[src/rtl/alu_pkg.sv]
// Shared definitions for the arbitrated 4-bit ALU slice:
// opcodes, datapath width and the arbiter FSM states.
package alu_pkg;

    localparam int DATA_W = 4;

    localparam logic [2:0] OP_ADD = 3'b000;
    localparam logic [2:0] OP_SUB = 3'b001;
    localparam logic [2:0] OP_NOT = 3'b010;
    localparam logic [2:0] OP_AND = 3'b011;
    localparam logic [2:0] OP_OR  = 3'b100;
    localparam logic [2:0] OP_XOR = 3'b101;
    localparam logic [2:0] OP_MAX = 3'b110;
    localparam logic [2:0] OP_EQU = 3'b111;

    typedef enum logic [1:0] {
        S_IDLE,
        S_EXEC,
        S_RESP
    } state_t;

endpackage

[src/rtl/alu_top.sv]
// Combinational 4-bit ALU. Flags are raw here; the arbiter
// masks them by opcode. MAX/EQU compare unsigned operands.
module alu_top
    import alu_pkg::*;
(
    input  logic [2:0]        op,
    input  logic [DATA_W-1:0] a,
    input  logic [DATA_W-1:0] b,
    output logic [DATA_W-1:0] result,
    output logic              carry,
    output logic              overflow,
    output logic              max,
    output logic              equ
);

    logic [DATA_W:0] sum;
    logic [DATA_W:0] diff;

    always_comb begin
        sum      = {1'b0, a} + {1'b0, b};
        diff     = {1'b0, a} + {1'b0, ~b} + {{DATA_W{1'b0}}, 1'b1};
        result   = '0;
        carry    = 1'b0;
        overflow = 1'b0;
        max      = (a > b);
        equ      = (a == b);
        unique case (op)
            OP_ADD: begin
                result   = sum[DATA_W-1:0];
                carry    = sum[DATA_W];
                overflow = (a[DATA_W-1] == b[DATA_W-1]) &&
                           (sum[DATA_W-1] != a[DATA_W-1]);
            end
            OP_SUB: begin
                result   = diff[DATA_W-1:0];
                carry    = diff[DATA_W];
                overflow = (a[DATA_W-1] != b[DATA_W-1]) &&
                           (diff[DATA_W-1] != a[DATA_W-1]);
            end
            OP_NOT: result = ~a;
            OP_AND: result = a & b;
            OP_OR:  result = a | b;
            OP_XOR: result = a ^ b;
            // result is the larger operand; EQU leaves a^b (zero iff equal)
            OP_MAX: result = (a > b) ? a : b;
            OP_EQU: result = a ^ b;
            default: result = '0;
        endcase
    end

endmodule

[src/rtl/alu_arbiter.sv]
// Round-robin arbiter sharing one ALU between two requesters,
// with a registered response channel and per-requester counters.
module alu_arbiter
    import alu_pkg::*;
#(
    parameter int CNT_W = 8
) (
    input  logic              clk,
    input  logic              rst,
    input  logic              req0_valid,
    output logic              req0_ready,
    input  logic [2:0]        req0_op,
    input  logic [DATA_W-1:0] req0_a,
    input  logic [DATA_W-1:0] req0_b,
    input  logic              req1_valid,
    output logic              req1_ready,
    input  logic [2:0]        req1_op,
    input  logic [DATA_W-1:0] req1_a,
    input  logic [DATA_W-1:0] req1_b,
    output logic              rsp_valid,
    input  logic              rsp_ready,
    output logic              rsp_id,
    output logic [DATA_W-1:0] rsp_result,
    output logic              rsp_carry,
    output logic              rsp_overflow,
    output logic              rsp_max,
    output logic              rsp_equ,
    output logic              rsp_zero,
    output logic [CNT_W-1:0]  cnt0,
    output logic [CNT_W-1:0]  cnt1
);

    state_t            state;
    state_t            state_nxt;
    logic              last;
    logic              grant0;
    logic              grant1;
    logic              take;
    logic [2:0]        op_q;
    logic [DATA_W-1:0] a_q;
    logic [DATA_W-1:0] b_q;
    logic              id_q;

    logic [DATA_W-1:0] alu_res;
    logic              alu_c;
    logic              alu_o;
    logic              alu_m;
    logic              alu_e;
    logic              arith;
    logic              ov_m;
    logic [DATA_W-1:0] res_m;

    alu_top u_alu (
        .op       (op_q),
        .a        (a_q),
        .b        (b_q),
        .result   (alu_res),
        .carry    (alu_c),
        .overflow (alu_o),
        .max      (alu_m),
        .equ      (alu_e)
    );

    assign arith = (op_q == OP_ADD) || (op_q == OP_SUB);
    assign ov_m  = arith && alu_o;
    assign res_m = ov_m ? '0 : alu_res;

    always_ff @(posedge clk) begin
        if (rst) state <= S_IDLE;
        else     state <= state_nxt;
    end

    always_comb begin
        state_nxt = state;
        unique case (state)
            S_IDLE:  if (take) state_nxt = S_EXEC;
            S_EXEC:  state_nxt = S_RESP;
            S_RESP:  if (rsp_valid && rsp_ready) state_nxt = S_IDLE;
            default: state_nxt = S_IDLE;
        endcase
    end

    // On conflict the requester that was not served last wins
    always_comb begin
        grant0 = 1'b0;
        grant1 = 1'b0;
        if (state == S_IDLE && !rst) begin
            grant0 = req0_valid && (!req1_valid || last);
            grant1 = req1_valid && (!req0_valid || !last);
        end
        req0_ready = grant0;
        req1_ready = grant1;
        take       = grant0 || grant1;
    end

    always_ff @(posedge clk) begin
        if (rst) begin
            op_q         <= '0;
            a_q          <= '0;
            b_q          <= '0;
            id_q         <= 1'b0;
            rsp_valid    <= 1'b0;
            rsp_id       <= 1'b0;
            rsp_result   <= '0;
            rsp_carry    <= 1'b0;
            rsp_overflow <= 1'b0;
            rsp_max      <= 1'b0;
            rsp_equ      <= 1'b0;
            rsp_zero     <= 1'b0;
            last         <= 1'b1;
            cnt0         <= '0;
            cnt1         <= '0;
        end else begin
            if (take) begin
                id_q <= grant1;
                op_q <= grant1 ? req1_op : req0_op;
                a_q  <= grant1 ? req1_a  : req0_a;
                b_q  <= grant1 ? req1_b  : req0_b;
            end
            if (state == S_EXEC) begin
                rsp_valid    <= 1'b1;
                rsp_id       <= id_q;
                rsp_result   <= res_m;
                rsp_carry    <= arith && alu_c;
                rsp_overflow <= ov_m;
                rsp_max      <= (op_q == OP_MAX) && alu_m;
                rsp_equ      <= (op_q == OP_EQU) && alu_e;
                rsp_zero     <= (res_m == '0);
            end
            if (rsp_valid && rsp_ready) begin
                rsp_valid <= 1'b0;
                last      <= rsp_id;
                if (rsp_id) cnt1 <= cnt1 + 1'b1;
                else        cnt0 <= cnt0 + 1'b1;
            end
        end
    end

endmodule

[config.mk]
export PLATFORM = sky130hd
export DESIGN_NAME = alu_arbiter
export DESIGN_NICKNAME = d
export VERILOG_FILES = /design/src/rtl/alu_pkg.sv /design/src/rtl/alu_top.sv /design/src/rtl/alu_arbiter.sv
export SDC_FILE = /design/constraint.sdc
export NUM_CORES = 1
export LEC_CHECK = 0
export ABC_AREA = 1
export CORE_UTILIZATION = 35
export CTS_CLUSTER_DIAMETER = 50
export CTS_CLUSTER_SIZE = 12
export DETAILED_ROUTE_END_ITERATION = 8
export SYNTH_ARGS = -nofsm -noshare
export SYNTH_HDL_FRONTEND = slang
export SYNTH_SLANG_ARGS = --single-unit
export TNS_END_PERCENT = 100
[constraint.sdc]
create_clock -name clk -period 4.8 [get_ports clk]
set_input_delay 0.48 -clock clk [delete_from_list [all_inputs] [get_ports clk]]
set_output_delay 0.48 -clock clk [all_outputs]
set_load 0.005 [all_outputs]
==> run_results.csv, run 1 <==
group,metric,value,unit
min_path,worstHoldStart,"cnt1[7]",
finish,drive_gt1_share,9.16,%
min_path,hold_depth,1,
setup_path,critical_path.slowest_cell,"clkdlybuf4s50_1",
floorplanning,io_pins,56,
cts,ctsHtreeMaxLevel,2,
setup_path,cp_top_family,"buffers and inverters",
route,viasPerCell,4.73,
floorplanning,placeableCoreArea,6910,sq um
yosys,synth_top_cell_by_area,"dfxtp_1",
cts,postCtsHoldBufs,0,
finish,regArea,841,sq um
setup_path,endpoint_kind,"output port",
route,postRouteAntennaNets,0,
global_route,grt_max_degree,25,
cts,clk_latency,0.29,ns
yosys,yosysMostFrequentCell,"nand2_1",
yosys,syn_nets,407,
cts,path_clk_slew,0.08,ns
cts,cts_setup_buffers,0,
job,maxCapViolations,0,
finish,n_antenna_cell,0,
sta,setup_viol,0,
sta,min_period,2.87,ns
placement,dp_slack,1.93,ns
setup_path,crit_type,"input port to output port",
placement,dp_hpwl,4.75,mm
setup_path,arrival,2.39,ns
pwr,p_total,0.908,mW
sta,max_slew_margin,41.0,%
route,vias,2418,
sta,worst_pin_slew,0.884,ns
sta,fin_skew,0.00395,ns
sta,setup_ws,1.93,ns
route,wl_per_cell,11.9,um
setup_path,reg2reg_from,"a_q[1]",
cts,cts_tree,"done",
yosys,synthFlopType,"dfxtp_1",
yosys,synth_area_leaders,"dfxtp_1 33%, nand2_1 8.3%, nor2_1 7.5%",
global_route,grt_pass1_vias,2254,
setup_path,critPathMostFrequentCell,"clkdlybuf4s50_1",
cts,cts-root-buf,"clkbuf_8",
setup_path,cp_num_buf_inv,4,
setup_path,critPathLaunch,"rst",
yosys,yosysSeqAreaShare,33.2,%
pwr,p_per_area,282,nW/um^2
sta,hold_viol,0,
finish,final_area,3220,sq um
min_path,hold_class,"register to register",
finish,fill_cells,754,
sta,period_share,59.9,%
floorplanning,dieArea,7590,sq um
yosys,yosysWarnings,0,
floorplanning,die_y,87.1,um
yosys,synth_edf_count,0,
route,wl,6.09,mm
setup_path,r2r_slack,2.26,ns
floorplanning,start_util,36.7,%
placement,postPlaceCellArea,3130,sq um
finish,fin_util,46.6,%
global_route,grt-ovfl-total,0,
floorplanning,fp.dieW,87.1,um
yosys,avgSynthCellArea,6.97,sq um
sta,rsz0062_at_grt,"no",
finish,area_growth,27.0,%
sta,max_freq,348,MHz
cts,numCtsBuffers,5,
placement,gp_congestion,0.851,
cts,cts_num_sinks,42,
finish,fin_nets,457,
route,drt_first_pass_iters,4,
setup_path,worstReg2RegEnd,"rsp_zero",
pwr,vdd_ir_drop_max,0.111,mV
yosys,yosys_register_bits,42,
sta,setup_tns,0,ns
yosys,syn_inst,364,
cts,ctsResizeCount,0,
placement,portBuffers,55,
setup_path,cpPeakStageDelay,0.61,ns
yosys,synth_top_area_share,33.2,%
setup_path,cp.depth,6,
pwr,p_leak,1.29,nW
finish,multi_input_comb_area,1450,sq um
cts,clock_path_buffers,2,
global_route,antenna_found_initial,0,
global_route,track_usage,17.3,%
sta,drv_slew,0,
setup_path,r2r_cells,12,
yosys,synth.distinct_cells,30,
setup_path,worstPathCellList,"clkdlybuf4s50_1 > buf_4 > nor3_2 > inv_2 > nor2_2 > clkdlybuf4s50_1",
setup_path,cp-start-kind,"input port",
route,drt-initial-drc-count,151,
setup_path,worstPathRequired,4.32,ns
setup_path,cp_max_fo,22,
yosys,ys_async_sr_fraction,0,%
yosys,synth_common_cells,"56 x nand2_1, 51 x nor2_1, 42 x dfxtp_1",
global_route,grt_pass1_wl,10.3,mm
yosys,syn_area,2540,sq um
route,drc,0,
status,outcome,"finished clean",
min_path,min_to,"cnt1[7]",
floorplanning,rows,30,
==> where the power goes <==
part | internal, mW | total, mW | leakage, nW | switching (mW)
clock | 0.103 | 0.224 | 0.0452 | 0.121
sequential | 0.374 | 0.400 | 0.342 | 0.0265
combinational | 0.121 | 0.284 | 0.904 | 0.163
==> cell families after synthesis <==
| family | synth area share [%] |
|---|---|
| AO/OA/AOI/OAI | 15.9 |
| AND/OR/NAND/NOR | 32.7 |
| adder cells (fa/ha/maj) | 8.49 |
| buffers and inverters | 9.82 |
| flip-flops | 33.2 |
==> flip-flops by register name, summed over array words and instances (netlist names), 2 cells and up <==
| signal | flops |
|---|---|
| state | 2 |
| cnt0 | 8 |
| cnt1 | 8 |
| b_q | 4 |
| op_q | 3 |
| rsp_result | 4 |
| a_q | 4 |
==> layer usage <==
| layer | vias to the layer above | track usage (%) | wire length [um] |
|---|---|---|---|
| met1 | 1082 | 25.1 | 3180 |
| met3 | 5 | 2.94 | 211 |
| li1 | 1286 | - | - |
| met5 | - | 0 | 0 |
| met4 | 0 | 4.32 | 46 |
| met2 | 45 | 26.6 | 2650 |
==> through the flow <==
step | hold slack, ns | cells
2_1_floorplan | 0.430 | 364
3_3_place_gp | 0.442 | 503
4_1_cts | 0.466 | 511
6_report | 0.461 | 511
3_5_place_dp | 0.452 | 503
5_1_grt | 0.486 | 511
==> worst max-delay path by stage <==
stage,end,slack (ns)
2_1_floorplan,rsp_zero,2.72
3_3_place_gp,req1_ready,1.94
3_5_place_dp,req1_ready,1.93
4_1_cts,req1_ready,1.93
5_1_grt,req1_ready,1.81
6_report,req1_ready,1.93
==> cell usage in the layout (no fill, tap or decap) <==
cell type	n
a21oi_1	35
a21oi_2	1
a21oi_4	1
and3_1	1
buf_4	1
clkbuf_1	1
clkbuf_8	5
clkdlybuf4s50_1	55
clkinv_2	1
clkinv_4	1
dfxtp_1	42
fa_1	2
ha_1	14
inv_1	40
inv_2	5
nand2_1	56
nand2_2	6
nand3_1	27
nand3_2	4
nand4_1	8
nor2_1	51
nor2_2	5
nor2_4	1
nor3_1	3
nor3_2	6
nor3b_1	2
o211a_1	2
o211ai_1	3
o21ai_0	22
o21ai_1	10
or2_1	3
or2_2	1
==> final cells by class <==
type	instances	share of cell area, %
clock buffers	6	2.25
clock inverters	2	0.427
inverters	45	5.24
multi-input cells	264	44.9
flip-flops and latches	42	26.1
well taps	96	3.73
repair buffers	56	17.3
No activity file was read; power rests on OpenSTA's default activity.
==> run 2, diff against run 1 <==
clock period = 2.7 ns   (was 4.8 ns; I/O delays follow)
==> run 2 against run 1 <==
Net effect: register-to-register slack worse by 1.7 ns; combinational power grew 83%; design area grew 0.93%; final cell count grew 0.78%; non-clock buffer count rose by 4; critical path depth grew 8; highest routed layer unchanged; clock skew up 0.0024 ns; clock-buffer cell count stayed put; setup slack got worse by 1.4 ns.
==> run_results.csv, run 2 (synthesis gave the netlist of run 1 again) <==
group,metric,value,unit
status,outcome,"finished clean",
sta,drv_slew,0,
pwr,vdd_ir_drop_max,0.207,mV
global_route,gr-max-usage-layer,"met2",
floorplanning,dieArea,7590,sq um
finish,top_regs,"cnt0: 8 flops, cnt1: 8 flops",
floorplanning,rows,30,
global_route,grtUsageMet1,24.6,%
sta,period_share,78.9,%
placement,gp_congestion,0.912,
setup_path,arrival,2.32,ns
floorplanning,start_util,36.7,%
setup_path,worstPathCellList,"inv_1 > ha_1 > fa_1 > o21ai_1 > buf_4 > nand3_2 > nand2_1 > nand3_1 > nand2_1 > nand2_1 > nand3_1 > nor2_1 > nor2_1 > nor2_1",
route,wl,6.18,mm
setup_path,cp-start-kind,"register",
sta,fin_skew,0.00632,ns
pwr,p_per_area,503,nW/um^2
floorplanning,die_y,87.1,um
route,drc,0,
cts,ctsHtreeMaxLevel,2,
cts,cts_num_sinks,42,
global_route,antenna_found_initial,0,
setup_path,endpoint_kind,"register",
pwr,p_leak,1.31,nW
job,maxCapViolations,0,
cts,ctsResizeCount,0,
route,drt-initial-drc-count,124,
sta,worst_pin_slew,0.652,ns
cts,numCtsBuffers,5,
min_path,min_to,"cnt1[7]",
sta,setup_viol,0,
setup_path,cp_top_family,"simple AND/OR/NAND/NOR gates",
sta,rsz0062_at_grt,"no",
sta,max_freq,470,MHz
route,drt_first_pass_iters,4,
setup_path,critical_path.slowest_cell,"fa_1",
cts,cts_setup_buffers,0,
sta,setup_tns,0,ns
route,vias,2458,
setup_path,reg2reg_from,"a_q[0]",
route,postRouteAntennaNets,0,
floorplanning,fp.dieW,87.1,um
finish,fin_util,47.1,%
placement,portBuffers,55,
placement,postPlaceCellArea,3160,sq um
global_route,grtUsageMet2,27.2,%
global_route,grt-ovfl-total,0,
cts,cts_tree,"done",
setup_path,crit_type,"register to register",
cts,path_clk_slew,0.08,ns
global_route,grt_max_degree,25,
setup_path,cp_num_buf_inv,2,
setup_path,worstReg2RegEnd,"rsp_zero",
cts,cts-root-buf,"clkbuf_8",
cts,postCtsHoldBufs,0,
setup_path,r2r_slack,0.57,ns
min_path,hold_depth,1,
finish,final_cell_mix,"56 x nand2_1, 55 x clkdlybuf4s50_1, 51 x nor2_1, 42 x dfxtp_1, 40 x inv_1",
finish,area_growth,28.2,%
floorplanning,placeableCoreArea,6910,sq um
placement,dp_hpwl,4.80,mm
setup_path,worstPathRequired,2.89,ns
finish,fin_nets,461,
floorplanning,io_pins,56,
setup_path,cpPeakStageDelay,0.40,ns
setup_path,cp_max_fo,7,
route,wl_per_cell,12.0,um
min_path,worstHoldStart,"cnt1[7]",
global_route,grtUsageMet3,3.51,%
min_path,hold_class,"register to register",
finish,final_area,3250,sq um
setup_path,r2r_cells,14,
finish,final_common_cell,"nand2_1",
global_route,grt_pass1_wl,10.5,mm
sta,max_slew_margin,56.5,%
global_route,track_usage,17.5,%
route,viasPerCell,4.77,
finish,n_antenna_cell,0,
cts,clock_path_buffers,2,
finish,drive_gt1_share,10.0,%
global_route,grt_pass1_vias,2312,
cts,clk_latency,0.30,ns
sta,min_period,2.13,ns
sta,hold_viol,0,
run 2: changes by cell type in the layout (fill, tap and decap cells not counted):
| cell | delta |
|---|---|
| buf_4 | +4 |
run 2: final cells by class:
class | instances | area [sq um]
Clock buffer | 6 | 72.6
Clock inverter | 2 | 13.8
Fill cell | 737 | 3660
Inverter | 45 | 169
Multi-Input combinational cell | 264 | 1450
Sequential cell | 42 | 841
Tap cell | 96 | 120
Timing Repair Buffer | 60 | 588
run 2: power by group:
group / internal, mW / total (mW) / leakage, nW / switching (mW)
registers: 0.664 / 0.709 / 0.342 / 0.0450
logic: 0.224 / 0.519 / 0.924 / 0.295
clock network: 0.183 / 0.407 / 0.0452 / 0.224
total: 1.07 / 1.64 / 1.31 / 0.564
run 2: how the worst max path moves through the flow:
| stage | from | endpoint | slack, ns | cells past startpoint |
|---|---|---|---|---|
| floorplan | a_q[0] | rsp_zero | 0.62 | 13 |
| global placement | a_q[0] | rsp_zero | 0.65 | 14 |
| detailed placement | a_q[0] | rsp_zero | 0.60 | 14 |
| CTS | a_q[0] | rsp_zero | 0.59 | 14 |
| global route | a_q[0] | rsp_zero | 0.33 | 14 |
| finish | a_q[0] | rsp_zero | 0.57 | 14 |
run 2: through the flow:
step | worst slack (ns) | instances | hold slack [ns] | power (mW)
after floorplan | 0.621 | 364 | 0.430 | 1.07
after global placement | 0.647 | 507 | 0.442 | 1.24
after detailed placement | 0.596 | 507 | 0.455 | 1.24
after CTS | 0.586 | 515 | 0.465 | 1.66
after global routing | 0.335 | 515 | 0.476 | 1.75
final | 0.570 | 515 | 0.456 | 1.64
run 2: routing by layer:
| layer | vias up | routed length [um] |
|---|---|---|
| met5 | - | 0 |
| met4 | 0 | 79 |
| met3 | 7 | 293 |
| met2 | 52 | 2620 |
| met1 | 1096 | 3190 |
| li1 | 1303 | - |
==> run 3, diff against run 2 <==
clock period = 1.75 ns   (was 2.7 ns; I/O delays follow)
==> run 3 against run 2 <==
Net effect: the run now ends with negative setup slack left; via count up 8.3%; non-clock buffer count increased by 41; core utilization rose by 7.0 points; critical path depth fell by 1; routed wire length up 7.8%.
==> run_results.csv, run 3 (synthesis gave the netlist of run 1 again) <==
group,metric,value,unit
job,maxCapViolations,0,
finish,area_growth,47.4,%
floorplanning,die_y,87.1,um
sta,hold_viol,0,
route,vias,2661,
sta,setup_viol,5,
sta,setup_ws,-0.178,ns
sta,period_share,110,%
setup_path,cp-start-kind,"register",
sta,fin_skew,0.00727,ns
sta,rsz0062_at_grt,"yes",
setup_path,cp_max_fo,6,
sta,worst_pin_slew,0.590,ns
route,wl,6.66,mm
finish,fin_nets,502,
sta,setup_tns,-0.577,ns
pwr,vdd_ir_drop_max,0.290,mV
sta,max_slew_margin,60.6,%
route,drc,0,
finish,top_regs,"cnt0: 8 flops, cnt1: 8 flops",
pwr,p_per_area,765,nW/um^2
route,viasPerCell,4.79,
sta,min_period,1.93,ns
placement,portBuffers,55,
global_route,grt_pass1_vias,2423,
finish,fin_util,54.1,%
sta,drv_slew,0,
cts,postCtsHoldBufs,0,
pwr,p_leak,1.57,nW
setup_path,endpoint_kind,"register",
sta,hold_ws,0.460,ns
cts,cts_num_sinks,42,
cts,clock_path_buffers,2,
status,failed_checks,"negative setup slack",
global_route,grt_pass1_wl,11.3,mm
floorplanning,fp.dieW,87.1,um
global_route,antenna_found_initial,0,
placement,gp_congestion,0.937,
floorplanning,dieArea,7590,sq um
route,drt_first_pass_iters,4,
route,drt-initial-drc-count,125,
cts,clk_latency,0.30,ns
status,outcome,"finished with violations",
setup_path,crit_type,"register to register",
finish,final_cell_mix,"53 x nand2_1, 53 x clkdlybuf4s50_1, 51 x nor2_1, 42 x buf_4, 36 x inv_1",
cts,numCtsBuffers,5,
route,postRouteAntennaNets,0,
route,wl_per_cell,12.0,um
setup_path,r2r_slack,-0.18,ns
placement,dp_hpwl,5.07,mm
cts,path_clk_slew,0.08,ns
sta,max_freq,519,MHz
cts,cts_tree,"done",
floorplanning,placeableCoreArea,6910,sq um
floorplanning,io_pins,56,
setup_path,arrival,2.12,ns
finish,n_antenna_cell,0,
global_route,track_usage,18.8,%
setup_path,worstPathRequired,1.94,ns
cts,cts-root-buf,"clkbuf_8",
global_route,grt-ovfl-total,0,
floorplanning,rows,30,
floorplanning,start_util,36.7,%
min_path,hold_class,"register to register",
cts,ctsHtreeMaxLevel,2,
global_route,grt_max_degree,22,
finish,drive_gt1_share,24.3,%
-- run 3: cell types whose count changed in the layout (fill, tap and decap cells not counted), moves of 4 or more --
| cell | previous run | this run |
|---|---|---|
| buf_4 | 5 | 42 |
| inv_2 | 5 | 9 |
| ha_4 | 0 | 4 |
| dfxtp_2 | 0 | 6 |
| dfxtp_1 | 42 | 35 |
| ha_1 | 14 | 8 |
| inv_1 | 40 | 36 |
-- run 3: report_power, final --
part           internal (mW)  total [mW]  leakage, nW  switching [mW]
clock                  0.327       0.679       0.0489           0.352
sequential              1.03        1.08        0.345          0.0566
combinational          0.545        1.10         1.18           0.552
-- run 3: metal layers --
layer	vias to the layer above	part of all wire [%]	global-route usage, %
met5	-	0	0
met4	0	1.6	4.77
met3	10	5.1	2.65
met2	65	46	30.3
met1	1203	47	26.4
li1	1383	-	-
-- run 3: final timing paths --
kind,startpoint,to,depth (start not counted)
setup reg to reg,a_q[0],rsp_zero,13
hold reg to reg,cnt1[7],cnt1[7],1
setup / recovery,a_q[0],rsp_zero,13
hold / removal,cnt1[7],cnt1[7],1
-- run 3: worst max-delay path: stages, from the launching register on --
cell     delay, ns
dfxtp_2       0.35
inv_2         0.05
ha_4          0.16
fa_2          0.39
o21ai_4       0.20
nand3_2       0.12
nand2_1       0.08
nand3_1       0.07
nand3_1       0.11
nand2_2       0.07
nand3_1       0.07
nor2_1        0.04
nor2_1        0.07
nor2_1        0.04
-- run 3: what timing repair did --
action,CTS,global route
setup endpoints to repair,9,12
gates resized for setup,6,29
cloned,0,0
buffers inserted,1,0
pin swaps,7,4
-- run 3: layout make-up --
class,count,area (sq um)
clock buffer,7,86.3
fill,688,3170
tap,96,120
timing repair buffer,101,925
multi-input combinational,264,1580
clock inverter,1,8.76
sequential,42,852
inverter,45,169
-- run 3: per-stage QoR --
| step | total power [mW] | worst slack (ns) | cells | area (sq um) |
|---|---|---|---|---|
| detailed placement | 2.11 | -0.226 | 547 | 3500 |
| global route | 3.06 | -0.362 | 556 | 3740 |
| global placement | 2.11 | -0.182 | 547 | 3500 |
| finish | 2.86 | -0.178 | 556 | 3740 |
| floorplan | 1.67 | -0.121 | 364 | 2560 |
| CTS | 2.82 | -0.166 | 556 | 3630 |
